<file path="src/rtl/rft_pkg.sv">
// rtl/rft_pkg.sv - shared record kinds, dump FSM states and record field offsets for the trace monitor
package rft_pkg;

   localparam logic KIND_WRITE = 1'b0;
   localparam logic KIND_DUMP  = 1'b1;

   typedef enum logic [1:0] {
      ST_IDLE  = 2'd0,
      ST_DUMP  = 2'd1,
      ST_DRAIN = 2'd2
   } dump_state_t;

   // Record layout, LSB first: data, addr, cycle, kind
   function automatic int rec_width(input int xlen, input int aw, input int cycle_w);
      return 1 + cycle_w + aw + xlen;
   endfunction

   function automatic int data_lsb();
      return 0;
   endfunction

   function automatic int addr_lsb(input int xlen);
      return xlen;
   endfunction

   function automatic int cycle_lsb(input int xlen, input int aw);
      return xlen + aw;
   endfunction

   function automatic int kind_bit(input int xlen, input int aw, input int cycle_w);
      return xlen + aw + cycle_w;
   endfunction

endpackage

</file>
<file path="src/rtl/rft_fifo.sv">
// rtl/rft_fifo.sv - show-ahead synchronous FIFO; head is forced to zero while empty
module rft_fifo #(
   parameter int WIDTH   = 8,
   parameter int DEPTH   = 8,
   parameter int LEVEL_W = $clog2(DEPTH) + 1
) (
   input  logic               clk,
   input  logic               rst_n,
   input  logic               push,
   input  logic [WIDTH-1:0]   push_data,
   input  logic               pop,
   output logic [WIDTH-1:0]   pop_data,
   output logic               full,
   output logic               empty,
   output logic [LEVEL_W-1:0] level
);

   localparam int PW = $clog2(DEPTH);

   logic [WIDTH-1:0]   mem [DEPTH];
   logic [PW-1:0]      wr_ptr;
   logic [PW-1:0]      rd_ptr;
   logic [LEVEL_W-1:0] count;
   logic               push_ok;
   logic               pop_ok;

   assign full    = (count == LEVEL_W'(DEPTH));
   assign empty   = (count == '0);
   assign level   = count;
   // A push into a full FIFO is legal when the head leaves on the same edge
   assign pop_ok  = pop && !empty;
   assign push_ok = push && (!full || pop_ok);
   assign pop_data = empty ? '0 : mem[rd_ptr];

   always_ff @(posedge clk) begin
      if (push_ok) begin
         mem[wr_ptr] <= push_data;
      end
   end

   always_ff @(posedge clk or negedge rst_n) begin
      if (!rst_n) begin
         wr_ptr <= '0;
         rd_ptr <= '0;
         count  <= '0;
      end else begin
         if (push_ok) wr_ptr <= wr_ptr + PW'(1);
         if (pop_ok)  rd_ptr <= rd_ptr + PW'(1);
         case ({push_ok, pop_ok})
            2'b10:   count <= count + LEVEL_W'(1);
            2'b01:   count <= count - LEVEL_W'(1);
            default: count <= count;
         endcase
      end
   end

endmodule

</file>
<file path="src/rtl/regfile_trace_monitor.sv">
// rtl/regfile_trace_monitor.sv - register-file write tracer with shadow copy, cycle stamps and snapshot dump
// Optional RFT_DIFF_FILTER_EN: suppress tracing of writes that leave the shadow value unchanged.
module regfile_trace_monitor
   import rft_pkg::*;
#(
   parameter  int XLEN     = 32,
   parameter  int NUM_REGS = 32,
   parameter  int DEPTH    = 8,
   parameter  int CYCLE_W  = 32,
   localparam int AW       = $clog2(NUM_REGS),
   localparam int REC_W    = rec_width(XLEN, AW, CYCLE_W)
) (
   input  logic               clk,
   input  logic               rst_n,
   input  logic               wr_en,
   input  logic [AW-1:0]      wr_addr,
   input  logic [XLEN-1:0]    wr_data,
   input  logic               dump_req,
   output logic               dump_busy,
   output logic               trc_valid,
   input  logic               trc_ready,
   output logic [REC_W-1:0]   trc_data,
   output logic [AW:0]        fifo_level,
   output logic [15:0]        drop_count,
   output logic [CYCLE_W-1:0] cycle_count
);

   localparam int DATA_LSB = data_lsb();
   localparam int ADDR_LSB = addr_lsb(XLEN);
   localparam int CYC_LSB  = cycle_lsb(XLEN, AW);
   localparam int KIND_POS = kind_bit(XLEN, AW, CYCLE_W);

   logic [XLEN-1:0]    shadow [NUM_REGS];
   logic [CYCLE_W-1:0] cycle_q;
   logic [15:0]        drop_q;
   dump_state_t        state_q, state_d;
   logic [AW-1:0]      idx_q;
   logic               wr_event, trace_event;
   logic               pop, can_push, push_wr, push_dump, push;
   logic               fifo_full, fifo_empty, dump_last;
   logic [REC_W-1:0]   push_data;

   assign wr_event = wr_en && (wr_addr != '0) && (32'(wr_addr) < NUM_REGS);
`ifdef RFT_DIFF_FILTER_EN
   assign trace_event = wr_event && (wr_data != shadow[wr_addr]);
`else
   assign trace_event = wr_event;
`endif

   assign pop       = !fifo_empty && trc_ready;
   assign can_push  = !fifo_full || pop;
   // Write events win the single push slot; the dump entry simply waits
   assign push_wr   = trace_event && can_push;
   assign push_dump = (state_q == ST_DUMP) && !trace_event && can_push;
   assign push      = push_wr || push_dump;
   assign dump_last = (idx_q == AW'(NUM_REGS - 1));

   always_comb begin
      push_data = '0;
      push_data[KIND_POS]            = push_wr ? KIND_WRITE : KIND_DUMP;
      push_data[CYC_LSB +: CYCLE_W]  = cycle_q;
      push_data[ADDR_LSB +: AW]      = push_wr ? wr_addr : idx_q;
      push_data[DATA_LSB +: XLEN]    = push_wr ? wr_data : shadow[idx_q];
   end

   always_ff @(posedge clk or negedge rst_n) begin
      if (!rst_n) begin
         cycle_q <= '0;
         drop_q  <= '0;
         state_q <= ST_IDLE;
         idx_q   <= '0;
         for (int i = 0; i < NUM_REGS; i++) shadow[i] <= '0;
      end else begin
         cycle_q <= cycle_q + CYCLE_W'(1);
         state_q <= state_d;
         if (trace_event && !can_push && drop_q != 16'hFFFF) drop_q <= drop_q + 16'd1;
         if (wr_event) shadow[wr_addr] <= wr_data;
         if (state_q == ST_IDLE && dump_req) idx_q <= '0;
         else if (push_dump)                 idx_q <= idx_q + AW'(1);
      end
   end

   always_comb begin
      state_d = state_q;
      case (state_q)
         ST_IDLE:  if (dump_req)               state_d = ST_DUMP;
         ST_DUMP:  if (push_dump && dump_last) state_d = ST_DRAIN;
         ST_DRAIN: if (fifo_empty)             state_d = ST_IDLE;
         default:                              state_d = ST_IDLE;
      endcase
   end

   always_comb begin
      dump_busy = (state_q != ST_IDLE);
   end

   rft_fifo #(
      .WIDTH   (REC_W),
      .DEPTH   (DEPTH),
      .LEVEL_W (AW + 1)
   ) u_fifo (
      .clk       (clk),
      .rst_n     (rst_n),
      .push      (push),
      .push_data (push_data),
      .pop       (pop),
      .pop_data  (trc_data),
      .full      (fifo_full),
      .empty     (fifo_empty),
      .level     (fifo_level)
   );

   assign trc_valid   = !fifo_empty;
   assign drop_count  = drop_q;
   assign cycle_count = cycle_q;

endmodule

</file>
<file path="config.mk">
export PLATFORM = sky130hd
export DESIGN_NAME = regfile_trace_monitor
export DESIGN_NICKNAME = d
export VERILOG_FILES = /design/src/rtl/rft_pkg.sv /design/src/rtl/rft_fifo.sv /design/src/rtl/regfile_trace_monitor.sv
export SDC_FILE = /design/constraint.sdc
export NUM_CORES = 2
export LEC_CHECK = 0
export ABC_AREA = 1
export ABC_CLOCK_PERIOD_IN_PS = 13500
export CAP_MARGIN = 20
export CORE_ASPECT_RATIO = 2
export CORE_MARGIN = 5
export CORE_UTILIZATION = 50
export CTS_CLUSTER_DIAMETER = 150
export DETAILED_ROUTE_END_ITERATION = 8
export PLACE_DENSITY = 0.66
export SETUP_SLACK_MARGIN = 0.3
export SKIP_LAST_GASP = 1
export SLEW_MARGIN = 20
export SYNTH_ARGS = -nofsm -noshare
export SYNTH_HDL_FRONTEND = slang
export SYNTH_SLANG_ARGS = --single-unit
</file>
<file path="constraint.sdc">
create_clock -name clk -period 13.5 [get_ports clk]
set_input_delay 3.375 -clock clk [delete_from_list [all_inputs] [get_ports clk]]
set_output_delay 3.375 -clock clk [all_outputs]
set_load 0.01 [all_outputs]
</file>
==> summary.txt <==
Min path
  – Hold_sp: shadow[1017]
  – Worst min path class: reg2reg

Synthesis
  – Cell variety after synth: 28
  – Synth top cells by count: 2796 x nand2_1, 1363 x o21ai_0, 1091 x dfrtp_1
  – Yosys warning total: 0
  – Dominant cell by count in the synthesized netlist: nand2_1
  – Mapped cell area: 74950 um2
  – Synth Register Bits: 1651
  – Mapped Nets: 8977
  – Synth Instances: 8926
  – EDFF count, synth: 560
  – Top post-synthesis cells by area: dfrtp_1 36%, edfxtp_1 22%, nand2_1 14%
  – Mean area per synthesized cell: 8.396 um2
  – FFs w/ async S/R, synth: about two thirds
  – Post-synth top area cell: dfrtp_1
  – Synth Flop Type: dfrtp_1
  – Top cell type's share of synthesized area: 36.43%
  – Register area share after synthesis: 58.87%

CTS
  – Clk root buf: clkbuf_16
  – Clock Latency Late Sink: 800 ps
  – Post-CTS setup buffer count: 0
  – Clock tree buffer depth: 4
  – H-tree levels: 4
  – Clk slew on worst S/H paths: 70 ps
  – Total CTS buffers: 149
  – CTS Hold Bufs: 0
  – Clock sink count: 1651
  – # resized after CTS: 0
  – CTS tree: done

Setup path
  – Worst Path Max Fanout: 92
  – Worst EP arrival: between 4000 and 5000 ps
  – WP data required: 10120 ps
  – Worst Setup Start Kind: flip-flop
  – CP startpoint: u_fifo.rd_ptr[0]
  – Worst setup EP type: output pin
  – RR Endpoint: u_fifo.mem[2][6]
  – Worst Setup EP: trc_data[31]
  – Worst r2r src: idx_q[1]
  – Cells on worst reg2reg path: 10
  – CP Class: reg2out
  – Worst reg2reg setup slack: roughly 8600 ps

Route
  – Iter 0 DRT Violations: 6454
  – Initial DRT Pass Iterations: 8
  – Routed wl met2: between 100000 and 150000 um
  – DRT antenna net count: 0
  – Met3 routed WL: 14310 um
  – Top sig layer: met4
  – Total wire length: 220300 um
  – DRC viols: 0
  – Vias: 59240
  – Drt wl/cell: 20.58 um
  – M1 WL: 82970 um
  – Via-per-instance ratio: 5.532

STA
  – Worst Tran Pin Value: 1231 ps
  – Setup ws final: between 5000 and 6000 ps
  – Max-slew violations: 0
  – RSZ-0062 raised after global routing: no
  – Hold Worst Slack: 375.9 ps
  – Relative slew slack: 17.95%
  – Setup TNS: 0 ps
  – Final setup fails: 0
  – Fin crit share: 59.43%
  – Hold Vio Cnt, Final: 0
  – Max Fclk: roughly 0.12 GHz
  – Clock skew: roughly 37 ps
  – Fin crit period: 8023 ps

Layout
  – Area grow syn2layout: 9.840%
  – NumNets Final: 8719
  – Layout cells sized above 1: approximately 4.5%
  – Fill cells: approximately 13000

Die
  – Die footprint: around 160000 um2
  – # rows: ~200
  – Starting Density: 50.08%
  – Die H: 557.5 um
  – # IOs: roughly 170
  – Core area: 149600 um2
  – Die Width: 283.8 um

GRT
  – GRT Total Usage: between 20% and 30%
  – Gr ovfl total: 0
  – Vias in the first global route: approximately 57000
  – First-pass GRT wire length: 336700 um
  – Initial antenna violation count: 6
  – Largest net degree at the start of global routing: 203

Pwr
  – P_leak: around 37 nW
  – Pwr/cell area: a little over 200 nW/um2
  – Peak supply drop: 0.0001706 V

Placement
  – DP HPWL: about 120000 um
  – Placement Setup Slack: roughly 5600 ps
  – IO Port Bufs: between 150 and 200
  – RePlAce Congestion: between 0.8 and 0.9

Outcome
  – Status: complete, no violations

Run
  – Max Cap Violations: 0
## layout by cell type (no fill, tap or decap), drive strengths merged, types with 15 or more instances in the layout
| cell | n |
|---|---|
| buf | 102 |
| clkinv | 45 |
| xnor2 | 15 |
| dfrtp | 1091 |
| nand3 | 610 |
| inv | 904 |
| clkdlybuf4s50 | 166 |
| o32ai | 70 |
| clkbuf | 186 |
| o21ai | 1425 |
| nor2 | 692 |
| edfxtp | 560 |
| xor2 | 30 |
| nor3 | 30 |
| nand2 | 2796 |
## worst min-delay path by stage
stage          depth (start not counted)            to  slack, ps
4_1_cts                                0  shadow[1011]        380
3_5_place_dp                           0  shadow[1010]        370
3_3_place_gp                           0   shadow[994]        360
6_report                               0  shadow[1017]        380
2_1_floorplan                          1  shadow[1002]        430
5_1_grt                                0  shadow[1010]        390
## per-layer routing
layer  global-route usage (%)  up-vias
met3                    3.320      567
met5                        0        -
li1                         -    27790
met1                    32.79    28620
met4                    14.13        0
met2                    48.28     2263
## critical path: stages (launching register included)
cell,delay (ps)
dfrtp_4,680
buf_4,710
buf_4,830
o21ai_0,190
o21ai_0,280
o21ai_0,120
nor2_1,220
clkdlybuf4s50_1,660
## final cells by class
| type | instances | area [um2] | area share, % |
|---|---|---|---|
| repair buffers | 268 | 2603 | 3.161 |
| multi-input cells | 5698 | 24970 | 30.34 |
| clock inverters | 71 | 704.4 | 0.8557 |
| diodes | 6 | 15.01 | 0.01824 |
| clock buffers | 186 | 4074 | 4.949 |
| flip-flops and latches | 1651 | 44140 | 53.62 |
| inverters | 900 | 3401 | 4.131 |
| well taps | 1928 | 2412 | 2.930 |
## report_power, final
part           switching [mW]  internal (mW)
combinational            4.05           1.93
clock                    1.86           2.39
sequential              0.498           6.33
## registers in the layout (all words and copies together), names as in the netlist
register       cells
shadow          1024
u_fifo.mem       560
cycle_count       32
drop_count        16
u_fifo.level       6
idx_q              5
u_fifo.rd_ptr      3
u_fifo.wr_ptr      3
state_q            2
## cell families after synthesis
logic type / share of synthesized area [%]
simple gates: 21.96
flops: 58.87
buf+inv: 8.137
compound gates: 10.37
xor+xnor: 0.5259
fa+ha+maj: 0.1503
## through the flow
step	area (um2)	util [%]	cells	power, mW
floorplan	74950	-	8926	10.71
global placement	77400	51.73	10440	12.74
detailed placement	77510	51.80	10450	12.86
CTS	82290	54.99	10700	17.12
global route	82310	55.01	10700	18.12
finish	82320	55.01	10710	17.06
No activity file was read; power rests on OpenSTA's default activity.
